File: src/rtl/cam_pkg.sv
// Shared types and default geometry for the frame capture controller.
package cam_pkg;
  localparam int H_PIXELS_DEF = 160;
  localparam int V_LINES_DEF  = 120;
  localparam int ADDR_W_DEF   = 15;
  localparam int FRAME_WORDS  = H_PIXELS_DEF * V_LINES_DEF;

  typedef enum logic [2:0] {
    ST_IDLE,
    ST_ARMED,
    ST_CAPTURE,
    ST_DRAIN,
    ST_DONE
  } state_t;

  function automatic int frame_words(input int h, input int v);
    return h * v;
  endfunction
endpackage

File: src/rtl/frame_capture_ctrl_if.sv
// Frame RAM port plus image-processing read client, seen from the controller.
interface frame_capture_ctrl_if
  import cam_pkg::*;
#(
  parameter int ADDR_W = ADDR_W_DEF
);
  logic              i_Rd_Req;
  logic [ADDR_W-1:0] i_Rd_Addr;
  logic              o_Rd_Grant;
  logic [7:0]        o_Rd_Data;
  logic              o_Rd_Valid;
  logic [ADDR_W-1:0] o_RAM_Addr;
  logic [7:0]        o_RAM_Din;
  logic              o_RAM_WE;
  logic [7:0]        i_RAM_Dout;

  modport master (
    input  i_Rd_Req, i_Rd_Addr, i_RAM_Dout,
    output o_Rd_Grant, o_Rd_Data, o_Rd_Valid, o_RAM_Addr, o_RAM_Din, o_RAM_WE
  );

  modport slave (
    output i_Rd_Req, i_Rd_Addr, i_RAM_Dout,
    input  o_Rd_Grant, o_Rd_Data, o_Rd_Valid, o_RAM_Addr, o_RAM_Din, o_RAM_WE
  );
endinterface

File: src/rtl/sync_edge.sv
// Two-flop synchronizer with registered rise/fall pulses (3 cycles pin-to-pulse).
module sync_edge (
  input  logic i_Clk,
  input  logic i_Reset,
  input  logic i_Async,
  output logic o_Rise,
  output logic o_Fall
);
  logic r_s1, r_s2, r_s3, r_rise, r_fall;

  always_ff @(posedge i_Clk) begin
    if (i_Reset) begin
      r_s1   <= 1'b0;
      r_s2   <= 1'b0;
      r_s3   <= 1'b0;
      r_rise <= 1'b0;
      r_fall <= 1'b0;
    end else begin
      r_s1   <= i_Async;
      r_s2   <= r_s1;
      r_s3   <= r_s2;
      r_rise <= r_s2 & ~r_s3;
      r_fall <= ~r_s2 & r_s3;
    end
  end

  assign o_Rise = r_rise;
  assign o_Fall = r_fall;
endmodule

File: src/rtl/frame_capture_ctrl.sv
// Single-frame capture sequencer and frame-RAM arbiter between the camera
// write path and an image-processing read client.
module frame_capture_ctrl
  import cam_pkg::*;
#(
  parameter int H_PIXELS    = H_PIXELS_DEF,
  parameter int V_LINES     = V_LINES_DEF,
  parameter int ADDR_W      = ADDR_W_DEF,
  parameter int ARM_TIMEOUT = 2_000_000
) (
  input  logic              i_Clk,
  input  logic              i_Reset,
  input  logic              i_Capture_Req,
  input  logic              i_VS,
  input  logic              i_HS,
  output logic              o_EnableCameraRead,
  input  logic [ADDR_W-1:0] i_Cam_Addr,
  input  logic [7:0]        i_Cam_Data,
  input  logic              i_Cam_WE,
  frame_capture_ctrl_if.master bus,
  output logic              o_Busy,
  output logic              o_Frame_Done,
  output logic              o_Size_Error,
  output logic              o_Timeout
);
  localparam int PIX_W  = ADDR_W + 1;
  localparam int LINE_W = $clog2(V_LINES) + 1;
  localparam int TMO_W  = $clog2(ARM_TIMEOUT + 1);
  localparam logic [PIX_W-1:0]  FRAME_CNT = PIX_W'(frame_words(H_PIXELS, V_LINES));
  localparam logic [LINE_W-1:0] LINE_CNT  = LINE_W'(V_LINES);
  localparam logic [TMO_W-1:0]  TMO_CNT   = TMO_W'(ARM_TIMEOUT);

  state_t r_state, w_next;
  logic   w_vs_rise, w_vs_fall, w_hs_rise, w_hs_fall;
  logic   w_cam_own, w_grant, w_arm, w_tmo_hit, w_in_range, w_cam_ok, w_cam_ovf;
  logic   r_drain, r_in_line, r_ram_we, r_frame_done, r_size_err, r_timeout;
  logic [1:0]        r_rd_vld_pipe;
  logic [ADDR_W-1:0] r_ram_addr;
  logic [7:0]        r_ram_din;
  logic [PIX_W-1:0]  r_pix_cnt;
  logic [LINE_W-1:0] r_line_cnt;
  logic [TMO_W-1:0]  r_tmo_cnt;

  sync_edge u_vs_sync (.i_Clk, .i_Reset, .i_Async(i_VS), .o_Rise(w_vs_rise), .o_Fall(w_vs_fall));
  sync_edge u_hs_sync (.i_Clk, .i_Reset, .i_Async(i_HS), .o_Rise(w_hs_rise), .o_Fall(w_hs_fall));

  always_ff @(posedge i_Clk) begin
    if (i_Reset) r_state <= ST_IDLE;
    else         r_state <= w_next;
  end

  always_comb begin
    w_next = r_state;
    case (r_state)
      ST_IDLE:    if (i_Capture_Req) w_next = ST_ARMED;
      ST_ARMED:   if (w_tmo_hit) w_next = ST_IDLE;
                  else if (w_vs_fall) w_next = ST_CAPTURE;
      ST_CAPTURE: if (w_vs_rise) w_next = ST_DRAIN;
      ST_DRAIN:   if (r_drain) w_next = ST_DONE;
      ST_DONE:    w_next = ST_IDLE;
      default:    w_next = ST_IDLE;
    endcase
  end

  // Camera keeps the RAM through DRAIN so writes already in its pipe land.
  always_comb begin
    o_Busy             = (r_state != ST_IDLE);
    o_EnableCameraRead = (r_state == ST_CAPTURE);
    w_cam_own          = (r_state == ST_CAPTURE) || (r_state == ST_DRAIN);
    w_grant            = bus.i_Rd_Req && (r_state == ST_IDLE);
    w_arm              = i_Capture_Req && (r_state == ST_IDLE);
    w_tmo_hit          = (r_tmo_cnt == TMO_CNT);
    w_in_range         = ({1'b0, i_Cam_Addr} < FRAME_CNT);
    w_cam_ok           = w_cam_own && i_Cam_WE && w_in_range;
    w_cam_ovf          = w_cam_own && i_Cam_WE && !w_in_range;
  end

  always_ff @(posedge i_Clk) begin
    if (i_Reset) begin
      r_ram_we      <= 1'b0;
      r_ram_addr    <= '0;
      r_ram_din     <= '0;
      r_rd_vld_pipe <= '0;
      r_frame_done  <= 1'b0;
      r_drain       <= 1'b0;
      r_tmo_cnt     <= '0;
      r_size_err    <= 1'b0;
      r_timeout     <= 1'b0;
      r_pix_cnt     <= '0;
      r_line_cnt    <= '0;
      r_in_line     <= 1'b0;
    end else begin
      r_ram_we <= w_cam_ok;
      if (w_cam_own) begin
        r_ram_addr <= i_Cam_Addr;
        r_ram_din  <= i_Cam_Data;
      end else if (w_grant) begin
        r_ram_addr <= bus.i_Rd_Addr;
      end
      r_rd_vld_pipe <= {r_rd_vld_pipe[0], w_grant};
      r_frame_done  <= (r_state == ST_DONE);
      r_drain       <= (r_state == ST_DRAIN) && !r_drain;
      r_tmo_cnt     <= (r_state == ST_ARMED) ? r_tmo_cnt + 1'b1 : '0;

      if (w_arm) begin
        r_size_err <= 1'b0;
        r_timeout  <= 1'b0;
        r_pix_cnt  <= '0;
        r_line_cnt <= '0;
        r_in_line  <= 1'b0;
      end else begin
        if ((r_state == ST_ARMED) && w_tmo_hit) r_timeout <= 1'b1;
        if (w_cam_ovf) r_size_err <= 1'b1;
        if ((r_state == ST_DONE) && ((r_pix_cnt != FRAME_CNT) || (r_line_cnt != LINE_CNT)))
          r_size_err <= 1'b1;
        if (w_cam_ok && (r_pix_cnt != '1)) r_pix_cnt <= r_pix_cnt + 1'b1;
        // A line counts only if its HREF rise was seen inside the capture window.
        if (w_cam_own) begin
          if (w_hs_rise) begin
            r_in_line <= 1'b1;
          end else if (w_hs_fall) begin
            r_in_line <= 1'b0;
            if (r_in_line && (r_line_cnt != '1)) r_line_cnt <= r_line_cnt + 1'b1;
          end
        end
      end
    end
  end

  assign bus.o_Rd_Grant = w_grant;
  assign bus.o_Rd_Data  = bus.i_RAM_Dout;
  assign bus.o_Rd_Valid = r_rd_vld_pipe[1];
  assign bus.o_RAM_Addr = r_ram_addr;
  assign bus.o_RAM_Din  = r_ram_din;
  assign bus.o_RAM_WE   = r_ram_we;
  assign o_Frame_Done   = r_frame_done;
  assign o_Size_Error   = r_size_err;
  assign o_Timeout      = r_timeout;
endmodule

File: src/flat_wrapper.sv
// flat-port wrapper written by rule: the top's interface ports become plain ports
module frame_capture_ctrl_flat import cam_pkg::*;
#(
  parameter int H_PIXELS    = H_PIXELS_DEF,
  parameter int V_LINES     = V_LINES_DEF,
  parameter int ADDR_W      = ADDR_W_DEF,
  parameter int ARM_TIMEOUT = 2_000_000
)
  (i_Clk, i_Reset, i_Capture_Req, i_VS, i_HS, o_EnableCameraRead, i_Cam_Addr, i_Cam_Data, i_Cam_WE, o_Busy, o_Frame_Done, o_Size_Error, o_Timeout, bus_i_Rd_Req, bus_i_Rd_Addr, bus_i_RAM_Dout, bus_o_Rd_Grant, bus_o_Rd_Data, bus_o_Rd_Valid, bus_o_RAM_Addr, bus_o_RAM_Din, bus_o_RAM_WE);
  frame_capture_ctrl_if #(.ADDR_W(ADDR_W)) bus_i ();
  input  logic i_Clk;
  input  logic i_Reset;
  input  logic i_Capture_Req;
  input  logic i_VS;
  input  logic i_HS;
  output logic o_EnableCameraRead;
  input  logic [ADDR_W-1:0] i_Cam_Addr;
  input  logic [7:0] i_Cam_Data;
  input  logic i_Cam_WE;
  output logic o_Busy;
  output logic o_Frame_Done;
  output logic o_Size_Error;
  output logic o_Timeout;
  input wire logic [$bits(bus_i.i_Rd_Req)-1:0] bus_i_Rd_Req;
  input wire logic [$bits(bus_i.i_Rd_Addr)-1:0] bus_i_Rd_Addr;
  input wire logic [$bits(bus_i.i_RAM_Dout)-1:0] bus_i_RAM_Dout;
  output wire logic [$bits(bus_i.o_Rd_Grant)-1:0] bus_o_Rd_Grant;
  output wire logic [$bits(bus_i.o_Rd_Data)-1:0] bus_o_Rd_Data;
  output wire logic [$bits(bus_i.o_Rd_Valid)-1:0] bus_o_Rd_Valid;
  output wire logic [$bits(bus_i.o_RAM_Addr)-1:0] bus_o_RAM_Addr;
  output wire logic [$bits(bus_i.o_RAM_Din)-1:0] bus_o_RAM_Din;
  output wire logic [$bits(bus_i.o_RAM_WE)-1:0] bus_o_RAM_WE;
  assign bus_i.i_Rd_Req = bus_i_Rd_Req;
  assign bus_i.i_Rd_Addr = bus_i_Rd_Addr;
  assign bus_i.i_RAM_Dout = bus_i_RAM_Dout;
  assign bus_o_Rd_Grant = bus_i.o_Rd_Grant;
  assign bus_o_Rd_Data = bus_i.o_Rd_Data;
  assign bus_o_Rd_Valid = bus_i.o_Rd_Valid;
  assign bus_o_RAM_Addr = bus_i.o_RAM_Addr;
  assign bus_o_RAM_Din = bus_i.o_RAM_Din;
  assign bus_o_RAM_WE = bus_i.o_RAM_WE;
  frame_capture_ctrl #(.H_PIXELS(H_PIXELS), .V_LINES(V_LINES), .ADDR_W(ADDR_W), .ARM_TIMEOUT(ARM_TIMEOUT)) u_core (.i_Clk(i_Clk), .i_Reset(i_Reset), .i_Capture_Req(i_Capture_Req), .i_VS(i_VS), .i_HS(i_HS), .o_EnableCameraRead(o_EnableCameraRead), .i_Cam_Addr(i_Cam_Addr), .i_Cam_Data(i_Cam_Data), .i_Cam_WE(i_Cam_WE), .bus(bus_i), .o_Busy(o_Busy), .o_Frame_Done(o_Frame_Done), .o_Size_Error(o_Size_Error), .o_Timeout(o_Timeout));
endmodule
File: config.mk
export PLATFORM = sky130hd
export DESIGN_NAME = frame_capture_ctrl_flat
export DESIGN_NICKNAME = d
export VERILOG_FILES = /design/src/rtl/cam_pkg.sv /design/src/rtl/frame_capture_ctrl_if.sv /design/src/rtl/sync_edge.sv /design/src/rtl/frame_capture_ctrl.sv /design/src/flat_wrapper.sv
export SDC_FILE = /design/constraint.sdc
export NUM_CORES = 1
export LEC_CHECK = 0
export ABC_AREA = 1
export CAP_MARGIN = 10
export CORE_ASPECT_RATIO = 0.9
export CORE_MARGIN = 2
export CORE_UTILIZATION = 28
export CTS_CLUSTER_SIZE = 14
export DETAILED_ROUTE_END_ITERATION = 12
export GPL_ROUTABILITY_DRIVEN = 0
export GPL_TIMING_DRIVEN = 0
export PLACE_DENSITY = 0.48
export SYNTH_ARGS = -nofsm -noshare
export SYNTH_HDL_FRONTEND = slang
export SYNTH_SLANG_ARGS = --single-unit
File: constraint.sdc
create_clock -name i_Clk -period 1.8 [get_ports i_Clk]
set_input_delay 0.45 -clock i_Clk [delete_from_list [all_inputs] [get_ports i_Clk]]
set_output_delay 0.45 -clock i_Clk [all_outputs]
set_load 0.01 [all_outputs]
; ---- After elaboration in Yosys (flattened, before gate mapping)
; Index checks and enable logic that the tools add are counted.
[word_totals]
out_inout_bits = 39
elab_cells = 86
reg_bits = 89
[classes]
n_eq_ne = 13
n_addsub = 3
magnitude_cmp = 1
n_mux = 12
n_reduce_logical = 24
n_bitwise = 10
[ops]
columns = op, count
row1 = two-way mux 15 bit, 2
row2 = "adder 21 x 1 -> 21 bit, second input constant", 1
row3 = "== test 21 bit, second input constant", 1
row4 = "adder 16 x 1 -> 16 bit, second input constant", 1
row5 = "inequality test 16 x 15 -> 1 bit, second input constant", 1
row6 = "inequality test 16 bit, second input constant", 1
row7 = "less-than comparator 15 bit, second input constant", 1
row8 = two-way mux 3 bit, 5
row9 = one-hot mux 3 bit (4 select lines), 1
row10 = logical AND 1 bit, 10
row11 = "adder 8 x 1 -> 8 bit, second input constant", 1
row12 = "inequality test 8 x 7 -> 1 bit, second input constant", 1
row13 = "inequality test 8 bit, second input constant", 1
row14 = AND reduction 4 bit, 2
row15 = "== test 3 x 2 -> 1 bit, second input constant", 2
row16 = inverter 1 bit, 6
row17 = nonzero test 2 bit, 3
row18 = bitwise AND 1 bit, 4
row19 = two-way mux 1 bit, 4
row20 = "inequality test 2 x 1 -> 1 bit, second input constant", 2
row21 = OR reduction 2 bit, 2
row22 = "== test 3 x 1 -> 1 bit, second input constant", 1
row23 = "== test 3 bit, second input constant", 1
row24 = zero test 3 bit, 1
row25 = other kinds (6), 8

; ---- Depth between registers and ports, before layout
; Gate-level depths: netlist of the first run.
[logic_depth]
depth_word = 6
depth_mapped = 9

; ---- Modules after synthesis
; Synthesis of the first run repeated with hierarchy kept, for this count alone.
[hier_totals]
hier_cells = 612
hier_area_um2 = 4260.3
[modules_own_cells]
columns = module, instances, cells_each, area_each_um2
row1 = frame_capture_ctrl, 1, 582, 3980.1
row2 = sync_edge, 2, 15, 140.1

; ---- Least setup slack after synthesis of the first run
; Ideal clock, no wire load.
[synth_path]
path_kind = flip-flop to flip-flop
from = reg u_core.r_pix_cnt[1]
to = reg u_core.r_pix_cnt[14]
path_slack_ns = 0.343
arrival_time_ns = 1.391
t_required_ns = 1.734
setup_time_ns = 0.066
stages_incl_launch_ff = 9
path_cell_list = dfxtp_1 ha_1 nand2_1 nor2_4 nand4_4 nand2_4 buf_8 nand2_2 a21oi_2
[synth_between]
elab_chain_cells = 2
[synth_lines]
columns = element, line
row1 = from (decl), frame_capture_ctrl.sv:40  ; logic [PIX_W-1:0] r_pix_cnt;
row2 = from (signal assigned), frame_capture_ctrl.sv:116  ; if (w_cam_ok && (r_pix_cnt != '1)) r_pix_cnt <= r_pix_cnt + 1'b1;
row3 = "parallel branches: the longest is 2 deep, another holds adder 16 x 1 -> 16 bit", -
; Several ways; the timed one is not identified.
; A chain may end at the register's enable or synchronous reset.

; ---- Worst setup path after layout of the first run
[layout_path]
from = in bus_i_Rd_Req
to = out bus_o_Rd_Grant
[layout_between]
elab_chain_cells = 1
[layout_lines]
columns = element, line
row1 = from (decl), flat_wrapper.sv:24  ; input wire logic [$bits(bus_i.i_Rd_Req)-1:0] bus_i_Rd_Req;
row2 = logical AND 1 bit, frame_capture_ctrl.sv:70  ; w_grant = bus.i_Rd_Req && (r_state == ST_IDLE);
row3 = to (decl), flat_wrapper.sv:27  ; output wire logic [$bits(bus_i.o_Rd_Grant)-1:0] bus_o_Rd_Grant;
; Every way passes these cells.

==> flow_metrics.env, run 1 <==
export IMPL_status="finished, violations left"
export IMPL_violations="setup timing"
export IMPL_cpPeakStageDelay_ps=510
export IMPL_ios=92
export IMPL_wire_per_inst_microns=12.47
export IMPL_hp_start="u_core.u_vs_sync.r_s1"
export IMPL_period_needed_ps=1815
export IMPL_ys_types=33
export IMPL_synth_fp_nets=703
export IMPL_cts_sinks=89
export IMPL_antenna_found_initial=0
export IMPL_postRouteAntennaNets=0
export IMPL_grt_pass1_wl_microns=19710
export IMPL_netlist_area_sq_um=4374
export IMPL_cp_end_kind="output pin"
export IMPL_synth_edf_count=0
export IMPL_maxSlewHeadroom_pct=67.30
export IMPL_fin_total_pwr_mw=6.250
export IMPL_drv_slew=0
export IMPL_async_reset_ff_share_pct=0
export IMPL_overflow=0
export IMPL_h_tree_depth=3
export IMPL_finalNetCount=806
export IMPL_first_iter_violations=176
export IMPL_crit_slowest_cell="clkdlybuf4s50_1"
export IMPL_dp_hpwl_microns=9093
export IMPL_min_path_type="flop to flop"
export IMPL_worstPathCellList="clkdlybuf4s50_1 > nand3_4 > inv_4 > clkdlybuf4s15_2"
export IMPL_reg2reg_depth=8
export IMPL_finalSetupViolCount=1
export IMPL_cap_viol_max_count=0
export IMPL_peakVddDrop_mv=0.5520
export IMPL_post_route_util_pct=38.16
export IMPL_p_leak_nw=2.127
export IMPL_crit_family="buffers and inverters"
export IMPL_post_route_drc_count=0
export IMPL_period_share_pct=100.8
export IMPL_hold_depth=2
export IMPL_path_buf_inv=3
export IMPL_area_delta_synth_final_pct=33.78
export IMPL_crit_fanout=4
export IMPL_critPathLaunchType="input port"
export IMPL_core_area_sq_um=15330
export IMPL_crit_type="input port to output pin"
export IMPL_die_area_sq_um=16640
export IMPL_grt_use_total_pct=14.96
export IMPL_yosysSeqAreaShare_pct=40.73
export IMPL_required_ps=1350
export IMPL_fin_ws_ps=-14.56
export IMPL_r2r_start="u_core.r_line_cnt[1]"
export IMPL_port_buffers=83
export IMPL_numCtsBuffers=9
export IMPL_fill_cells=1609
export IMPL_grt_setup_unrepaired="yes"
export IMPL_ys_seq_elements=89
export IMPL_reg2reg_to="u_core.r_line_cnt[7]"
export IMPL_antennaDiodeCount=0
export IMPL_cts_tree="built"
export IMPL_finClkSkew_ps=7.344
export IMPL_syn_inst=644
export IMPL_clock_root_buffer="clkbuf_16"
export IMPL_layout_drive_gt1_share_pct=9.840
export IMPL_powerDensity_nw_per_um2=1068
export IMPL_drt_pass1_iter_count=5
export IMPL_fin_cells=954
export IMPL_clk_latency_ps=350
export IMPL_grt_start_max_net_pins=17
export IMPL_dieWidth_microns=135.8
export IMPL_arrival_ps=1360
export IMPL_die_h_microns=122.6
export IMPL_final_cell_mix="nand2_1 (165), nor2_1 (97), dfxtp_1 (86)"
export IMPL_drt_total_wl_microns=11900
export IMPL_yosys_warnings=0
export IMPL_via_per_inst=4.535
export IMPL_ys_flop_type="dfxtp_1"
export IMPL_grt_pass1_vias=4116
export IMPL_max_freq_ghz=0.5511
export IMPL_clk_path_buf_depth=2
export IMPL_worst_slew_pin_slew_ps=486.1
export IMPL_clk_pin_slew_ps=70
export IMPL_r2r_setup_slack_ps=190
export IMPL_holdWs_ps=402.3
export IMPL_hold_violations=0
export IMPL_syn_avg_cell_area_sq_um=6.792
export IMPL_std_cell_rows=43
export IMPL_worstHoldEndpoint="u_core.u_vs_sync.r_s2"
export IMPL_start_util_pct=28.53
export IMPL_vias=4326
export IMPL_place_inst=929
export IMPL_final_common_cell="nand2_1"
## final cells by class
cell class / instances / area (sq um) / area share [%]
Timing Repair Buffer: 92 / 898.4 / 15.35
Clock buffer: 10 / 239.0 / 4.084
Multi-Input combinational cell: 460 / 2215 / 37.84
Inverter: 72 / 272.8 / 4.661
Sequential cell: 89 / 1785 / 30.51
Tap cell: 202 / 252.7 / 4.319
Buffer: 23 / 140.1 / 2.395
Clock inverter: 6 / 48.80 / 0.8339
## metal layers
layer | vias to the layer above | wire, microns | track usage [%]
li1 | 2257 | - | -
met1 | 1932 | 5514 | 19.07
met2 | 127 | 5186 | 23.52
met3 | 10 | 1037 | 5.039
met4 | 0 | 158 | 5.534
met5 | - | 0 | 0
## worst max path at each step
stage	start	endpoint	slack, ps	depth (start not counted)
floorplan	u_core.r_pix_cnt[1]	u_core.r_pix_cnt[14]	340	8
global placement	bus_i_Rd_Req	bus_o_Rd_Grant	-600	4
detailed placement	bus_i_Rd_Req	bus_o_Rd_Grant	-600	4
CTS	bus_i_Rd_Req	bus_o_Rd_Grant	-90	4
global route	u_core.r_state[0]	bus_o_Rd_Grant	-60	5
finish	bus_i_Rd_Req	bus_o_Rd_Grant	-10	4
## worst register-to-register path, stage by stage (launching register included)
cell and delay (ps):
dfxtp_1 380, ha_1 200, nand3_1 130, nor2_1 210, nand3_1 120, nand2_2 190, inv_2 120, nand2_1 80
a21oi_1 50
## cells by family after synthesis
| kind of cell | count (synthesis) | synth area share (%) |
|---|---|---|
| and+or+nand+nor | 348 | 34.35 |
| buffers and inverters | 95 | 9.382 |
| AOI/OAI and AO/OA | 94 | 11.41 |
| DFF | 89 | 40.73 |
| xor gates and xnor gates | 12 | 2.403 |
| adders and majority gates | 6 | 1.716 |
## power breakdown
group / switching [mW] / leakage (nW) / internal [mW] / total [mW]
clock network: 0.837 / 0.132 / 0.986 / 1.82
registers: 0.149 / 0.725 / 2.24 / 2.38
logic: 1.14 / 1.27 / 0.900 / 2.04
## through the flow
stage / setup TNS, ps / worst slack (ps) / instance area [sq um]
CTS: -87.88 / -87.88 / 5776
finish: -14.56 / -14.56 / 5852
global route: -64.49 / -64.49 / 5852
floorplan: 0 / 342.9 / 4374
global placement: -6091 / -595.7 / 5458
detailed placement: -7708 / -597.1 / 5458
## registers in the layout (all words and copies together) (netlist names), 2 cells and up
signal / cells
u_core.bus.o_RAM_Din: 8
u_core.r_pix_cnt: 16
u_core.r_rd_vld_pipe: 2
u_core.r_state: 3
u_core.r_tmo_cnt: 21
u_core.bus.o_RAM_Addr: 15
u_core.r_line_cnt: 8
## cells in the mapped netlist (2+ instances only)
cell | instances | share of area, %
dfxtp_1 | 89 | 41
nand4_1 | 9 | 1.3
buf_1 | 2 | 0.17
nand3b_1 | 2 | 0.34
nor3b_1 | 2 | 0.34
xnor2_1 | 3 | 0.60
nor2_2 | 4 | 0.57
o21ai_0 | 35 | 4.0
inv_1 | 69 | 5.9
a31oi_1 | 10 | 1.4
ha_1 | 6 | 1.7
a21oi_2 | 2 | 0.40
nor3_1 | 14 | 1.6
buf_4 | 9 | 1.5
clkbuf_1 | 4 | 0.34
nand3_1 | 41 | 4.7
xor2_1 | 9 | 1.8
nor2_1 | 97 | 8.3
buf_2 | 7 | 0.80
nand2_1 | 165 | 14
nand2_2 | 6 | 0.86
inv_2 | 3 | 0.26
nor2_4 | 3 | 0.77
a21oi_1 | 44 | 5.0
## repair_timing
action                     4_1_cts  5_1_grt
pin swaps                        1        4
buffers inserted                 1        8
gates resized for setup         13        7
hold endpoints to repair         0        0
hold buffers                     0        0
setup endpoints to repair        3       25
(Power assumes the default switching activity.)
==> inputs of run 2 (changes only) <==
CTS_CLUSTER_SIZE = 40   (was 14)
PLACE_DENSITY = 0.46   (was 0.48)
SLEW_MARGIN = 0   (was unset)
==> run 2 against run 1 <==
Against the previous run:
- the flow now finishes without violations
- non-clock buffer count is 1 lower
- critical endpoint is now o_Size_Error
- die area stayed put
- clock-buffer cell count stayed put
- maximum frequency is 4.8% higher
- clock skew is 3.4 ps higher
- final cell count is 0.10% lower
- sequential power hardly changed
==> flow_metrics.env, run 2 (same netlist as run 1, synthesis figures left out) <==
export IMPL_status="complete, no violations"
export IMPL_reg2reg_depth=9
export IMPL_wire_per_inst_microns=12.54
export IMPL_clk_path_buf_depth=2
export IMPL_start_util_pct=28.53
export IMPL_cts_hold_buffers=0
export IMPL_finalNetCount=805
export IMPL_antenna_found_initial=0
export IMPL_via_per_inst=4.492
export IMPL_crit_family="buffers and inverters"
export IMPL_place_inst=929
export IMPL_worstHoldEndpoint="u_core.u_hs_sync.r_s2"
export IMPL_crit_fanout=2
export IMPL_hold_depth=2
export IMPL_cp_end_kind="output pin"
export IMPL_post_route_util_pct=38.29
export IMPL_cts_sinks=89
export IMPL_top_register="u_core.r_tmo_cnt"
export IMPL_pre_cts_ws_ps=-616.8
export IMPL_met1_usage_pct=18.90
export IMPL_vias=4281
export IMPL_hold_violations=0
export IMPL_critPathLaunchType="flop"
export IMPL_top_usage_layer="met2"
export IMPL_dp_hpwl_microns=9167
export IMPL_drt_pass1_iter_count=4
export IMPL_numCtsBuffers=9
export IMPL_final_cell_mix="nand2_1 (165), nor2_1 (94), dfxtp_1 (86)"
export IMPL_arrival_ps=1280
export IMPL_period_share_pct=96.15
export IMPL_clk_pin_slew_ps=70
export IMPL_h_tree_depth=3
export IMPL_clk_latency_ps=350
export IMPL_post_route_drc_count=0
export IMPL_die_area_sq_um=16640
export IMPL_overflow=0
export IMPL_powerDensity_nw_per_um2=1087
export IMPL_max_freq_ghz=0.5778
export IMPL_clock_root_buffer="clkbuf_16"
export IMPL_worstPathCellList="clkdlybuf4s50_1"
export IMPL_cap_viol_max_count=0
export IMPL_first_iter_violations=192
export IMPL_grt_pass1_wl_microns=19930
export IMPL_postRouteAntennaNets=0
export IMPL_die_h_microns=122.6
export IMPL_largest_reg_flops=21
export IMPL_drt_total_wl_microns=11950
export IMPL_worst_slew_pin_slew_ps=507.5
export IMPL_core_area_sq_um=15330
export IMPL_grt_start_max_net_pins=17
export IMPL_layout_drive_gt1_share_pct=10.12
export IMPL_dpl_instance_area_sq_um=5458
export IMPL_grtUsageMet3_pct=4.791
export IMPL_path_buf_inv=1
export IMPL_cts_tree="built"
export IMPL_crit_type="flop to output pin"
export IMPL_hp_start="u_core.u_hs_sync.r_s1"
export IMPL_cpPeakStageDelay_ps=550
export IMPL_dieWidth_microns=135.8
export IMPL_antennaDiodeCount=0
export IMPL_reg2reg_to="u_core.r_line_cnt[0]"
export IMPL_crit_slowest_cell="clkdlybuf4s50_1"
export IMPL_peakVddDrop_mv=0.5309
export IMPL_stdcell_area_sq_um=5871
export IMPL_fin_tns_setup_ps=0
export IMPL_p_leak_nw=2.147
export IMPL_ios=92
export IMPL_port_buffers=83
export IMPL_period_needed_ps=1731
export IMPL_drv_slew=0
export IMPL_grt_use_met2_pct=24.27
export IMPL_r2r_setup_slack_ps=210
export IMPL_finalSetupViolCount=0
export IMPL_grt_use_total_pct=15.24
export IMPL_fill_cells=1630
export IMPL_min_path_type="flop to flop"
export IMPL_fin_cells=953
export IMPL_final_common_cell="nand2_1"
export IMPL_required_ps=1350
export IMPL_std_cell_rows=43
export IMPL_maxSlewHeadroom_pct=66.17
export IMPL_grt_setup_unrepaired="no"
export IMPL_finClkSkew_ps=10.72
export IMPL_r2r_start="u_core.r_state[2]"
export IMPL_area_delta_synth_final_pct=34.21
export IMPL_grt_pass1_vias=4143
export IMPL_fin_ws_ps=69.24
[run 2: changes by cell type in the layout (fill, tap and decap cells not counted), sizes merged]
cell | previous run | this run
clkdlybuf4s15 | 2 | 1
dlymetal6s2s | 0 | 1
clkinvlp | 3 | 1
clkdlybuf4s50 | 80 | 79
bufinv | 0 | 1
clkinv | 1 | 2
[run 2: metal layers]
metal | up-vias | wire length, microns
met1 | 1884 | 5683
met4 | 0 | 217
met2 | 119 | 5198
li1 | 2261 | -
met3 | 17 | 849
met5 | - | 0
[run 2: how the worst max path moves through the flow]
stage,end,from,slack [ps],cells after the start
floorplan,u_core.r_pix_cnt[14],u_core.r_pix_cnt[1],340,8
global placement,bus_o_Rd_Grant,bus_i_Rd_Req,-600,4
detailed placement,bus_o_Rd_Grant,bus_i_Rd_Req,-620,4
CTS,bus_o_Rd_Grant,bus_i_Rd_Req,10,4
global route,u_core.bus.o_RAM_Addr[11],u_core.r_state[2],4,9
finish,o_Size_Error,u_core.o_Size_Error,70,1
[run 2: through the flow]
step	hold WS [ps]	power, mW
3_5_place_dp	394.5	4.396
6_report	402.5	6.382
2_1_floorplan	388.3	3.446
5_1_grt	425.0	6.812
4_1_cts	404.8	6.480
3_3_place_gp	388.9	4.403
[run 2: worst register-to-register path: cells and delay by family (launching register included)]
family,cells,cell delay [ps]
buffers and inverters,3,350
AND/OR/NAND/NOR,5,700
AO/OA/AOI/OAI,1,130
flip-flops,1,340
[run 2: power by group]
part | switching, mW | internal, mW | total (mW)
clock | 0.857 | 1.10 | 1.95
combinational | 1.14 | 0.896 | 2.04
sequential | 0.153 | 2.23 | 2.39
total | 2.15 | 4.23 | 6.38
[run 2: layout make-up]
| class | count | area (sq um) | share of cell area, % |
|---|---|---|---|
| Timing Repair Buffer | 91 | 895.9 | 15.26 |
| Buffer | 23 | 140.1 | 2.387 |
| Clock buffer | 10 | 229.0 | 3.900 |
| Tap cell | 202 | 252.7 | 4.305 |
| Sequential cell | 89 | 1785 | 30.41 |
| Clock inverter | 6 | 75.07 | 1.279 |
| Multi-Input combinational cell | 460 | 2222 | 37.85 |
| Inverter | 72 | 270.3 | 4.604 |
[run 2: what timing repair did]
item                                    4_1_cts  5_1_grt
endpoints found under the setup margin        3       24
gates resized for setup                      14       10
cloned                                        0        0
setup buffers                                 3        5
pin swaps                                     2        3
==> inputs of run 3 (changes only) <==
CORE_ASPECT_RATIO = 0.5   (was 0.9)
GPL_ROUTABILITY_DRIVEN = unset   (was 0)
==> run 3 against run 2 <==
Against the previous run:
- power is 1.6% higher
- register-to-register slack worse by 70 ps
- critical endpoint is now o_EnableCameraRead
- die area is 0.35% higher
- largest power group unchanged
- maximum frequency is 1.1% lower
- critical path type unchanged
- hold slack better by 4.3 ps
- combinational power hardly changed
- clock power is 7% higher
- sequential power hardly changed
==> flow_metrics.env, run 3 (same netlist as run 1, synthesis figures left out) <==
export IMPL_status="complete, no violations"
export IMPL_cts_tree="built"
export IMPL_port_buffers=83
export IMPL_post_route_drc_count=0
export IMPL_hp_start="u_core.u_vs_sync.r_s1"
export IMPL_crit_slowest_cell="dfxtp_2"
export IMPL_place_inst=931
export IMPL_r2r_setup_slack_ps=140
export IMPL_hold_violations=0
export IMPL_regArea_sq_um=1785
export IMPL_clk_path_buf_depth=2
export IMPL_via_per_inst=4.451
export IMPL_area_delta_synth_final_pct=34.33
export IMPL_cts_hold_buffers=0
export IMPL_crit_fanout=5
export IMPL_worstHoldEndpoint="u_core.u_vs_sync.r_s2"
export IMPL_fin_ws_ps=50.21
export IMPL_finClkSkew_ps=8.746
export IMPL_period_share_pct=97.21
export IMPL_grt_setup_unrepaired="yes"
export IMPL_drt_total_wl_microns=12010
export IMPL_cts_sinks=89
export IMPL_dpl_instance_area_sq_um=5460
export IMPL_worstPathCellList="nor2_4 > nand2_2 > inv_2 > clkdlybuf4s15_2"
export IMPL_peakVddDrop_mv=0.5810
export IMPL_final_common_cell="nand2_1"
export IMPL_die_h_microns=92.38
export IMPL_std_cell_rows=32
export IMPL_netSwitchingFraction_pct=32.62
export IMPL_stdcell_area_sq_um=5876
export IMPL_grt_start_max_net_pins=15
export IMPL_worst_slew_pin_slew_ps=509.3
export IMPL_seqPwrFrac_pct=36.8
export IMPL_layout_drive_gt1_share_pct=9.587
export IMPL_fin_cells=955
export IMPL_reg2reg_to="u_core.bus.o_RAM_Addr[11]"
export IMPL_core_area_sq_um=15330
export IMPL_largest_reg_flops=21
export IMPL_p_leak_nw=2.138
export IMPL_gp_congestion=0.8147
export IMPL_combPwrFrac_pct=31.0
export IMPL_final_cell_mix="nand2_1 (165), nor2_1 (96), dfxtp_1 (86)"
export IMPL_hold_depth=2
export IMPL_h_tree_depth=3
export IMPL_antenna_found_initial=0
export IMPL_finalSetupViolCount=0
export IMPL_arrival_ps=1300
export IMPL_grt_pass1_vias=4090
export IMPL_grt_use_total_pct=15.01
export IMPL_critPathLaunch="u_core.r_state[0]"
export IMPL_clk_pin_slew_ps=60
export IMPL_critPathLaunchType="flop"
export IMPL_powerDensity_nw_per_um2=1103
export IMPL_numCtsBuffers=9
export IMPL_cpPeakStageDelay_ps=350
export IMPL_period_needed_ps=1750
export IMPL_finalNetCount=805
export IMPL_antennaDiodeCount=0
export IMPL_multi_input_area_sq_um=2207
export IMPL_overflow=0
export IMPL_postRouteAntennaNets=0
export IMPL_post_route_util_pct=38.32
export IMPL_min_path_type="flop to flop"
export IMPL_fill_cells=1662
export IMPL_grt_pass1_wl_microns=20310
export IMPL_clk_latency_ps=350
export IMPL_pre_cts_ws_ps=-549.4
export IMPL_reg2reg_depth=9
export IMPL_p_int_mw=4.368
export IMPL_max_freq_ghz=0.5715
export IMPL_dieWidth_microns=180.8
export IMPL_drv_slew=0
export IMPL_start_util_pct=28.52
export IMPL_die_area_sq_um=16700
export IMPL_drt_pass1_iter_count=4
export IMPL_clock_root_buffer="clkbuf_16"
export IMPL_crit_type="flop to output pin"
export IMPL_vias=4251
export IMPL_ios=92
export IMPL_first_iter_violations=184
export IMPL_dp_hpwl_microns=8937
export IMPL_cp_end_kind="output pin"
export IMPL_cap_viol_max_count=0
export IMPL_wire_per_inst_microns=12.58
export IMPL_netSwitchingPower_mw=2.114
export IMPL_r2r_start="u_core.r_state[0]"
export IMPL_top_register="u_core.r_tmo_cnt"
export IMPL_required_ps=1350
export IMPL_p_clk_share_pct=32.2
export IMPL_maxSlewHeadroom_pct=66.05
run 3: worst max-delay path by stage:
stage,to,slack [ps],cells past startpoint
2_1_floorplan,u_core.r_pix_cnt[14],340,8
3_3_place_gp,bus_o_Rd_Grant,-560,4
3_5_place_dp,bus_o_Rd_Grant,-550,4
4_1_cts,bus_o_Rd_Grant,-1,4
5_1_grt,bus_o_Rd_Grant,-20,4
6_report,o_EnableCameraRead,50,4
run 3: metrics by stage:
step	hold slack [ps]	TNS (ps)	total power, mW
floorplan	388.3	0	3.446
global placement	396.9	-6096	4.420
detailed placement	400.1	-5846	4.407
CTS	410.8	-1.315	6.535
global route	433.5	-40.22	6.889
finish	406.8	0	6.482
run 3: area by class of cell:
class | count | share of cell area (%)
buffer | 23 | 2.385
clock buffer | 12 | 4.195
clock inverter | 4 | 1.299
inverter | 72 | 4.642
multi-input combinational | 460 | 37.56
sequential | 89 | 30.39
tap | 204 | 4.344
timing repair buffer | 91 | 15.18
run 3: worst max-delay path, delay by kind of cell (launching register included):
kind / cells / cell delay, ps
buffers and inverters: 2 / 310
and+or+nand+nor: 2 / 300
DFF: 1 / 350
run 3: what timing repair did:
action	4_1_cts	5_1_grt
buffers inserted	0	8
pin swaps	1	6
hold endpoints to repair	0	0
setup endpoints to repair	3	20
resized for setup	16	4
run 3: routing by layer:
layer | share of wire, % | global-route usage [%] | vias to the layer above
met4 | 0.97 | 3.562 | 0
met5 | 0 | 0 | -
met3 | 3.8 | 4.050 | 10
li1 | - | - | 2262
met2 | 44 | 24.59 | 72
met1 | 51 | 19.73 | 1907
run 3: power groups by stage:
| stage | combinational, mW | clock, mW | sequential, mW |
|---|---|---|---|
| after CTS | 2.01 | 2.14 | 2.39 |
| after detailed placement | 1.99 | 0 | 2.41 |
| after global routing | 2.24 | 2.23 | 2.42 |
| after floorplan | 0.945 | 0 | 2.50 |
| after global placement | 2.01 | 0 | 2.41 |
| final | 2.01 | 2.09 | 2.38 |
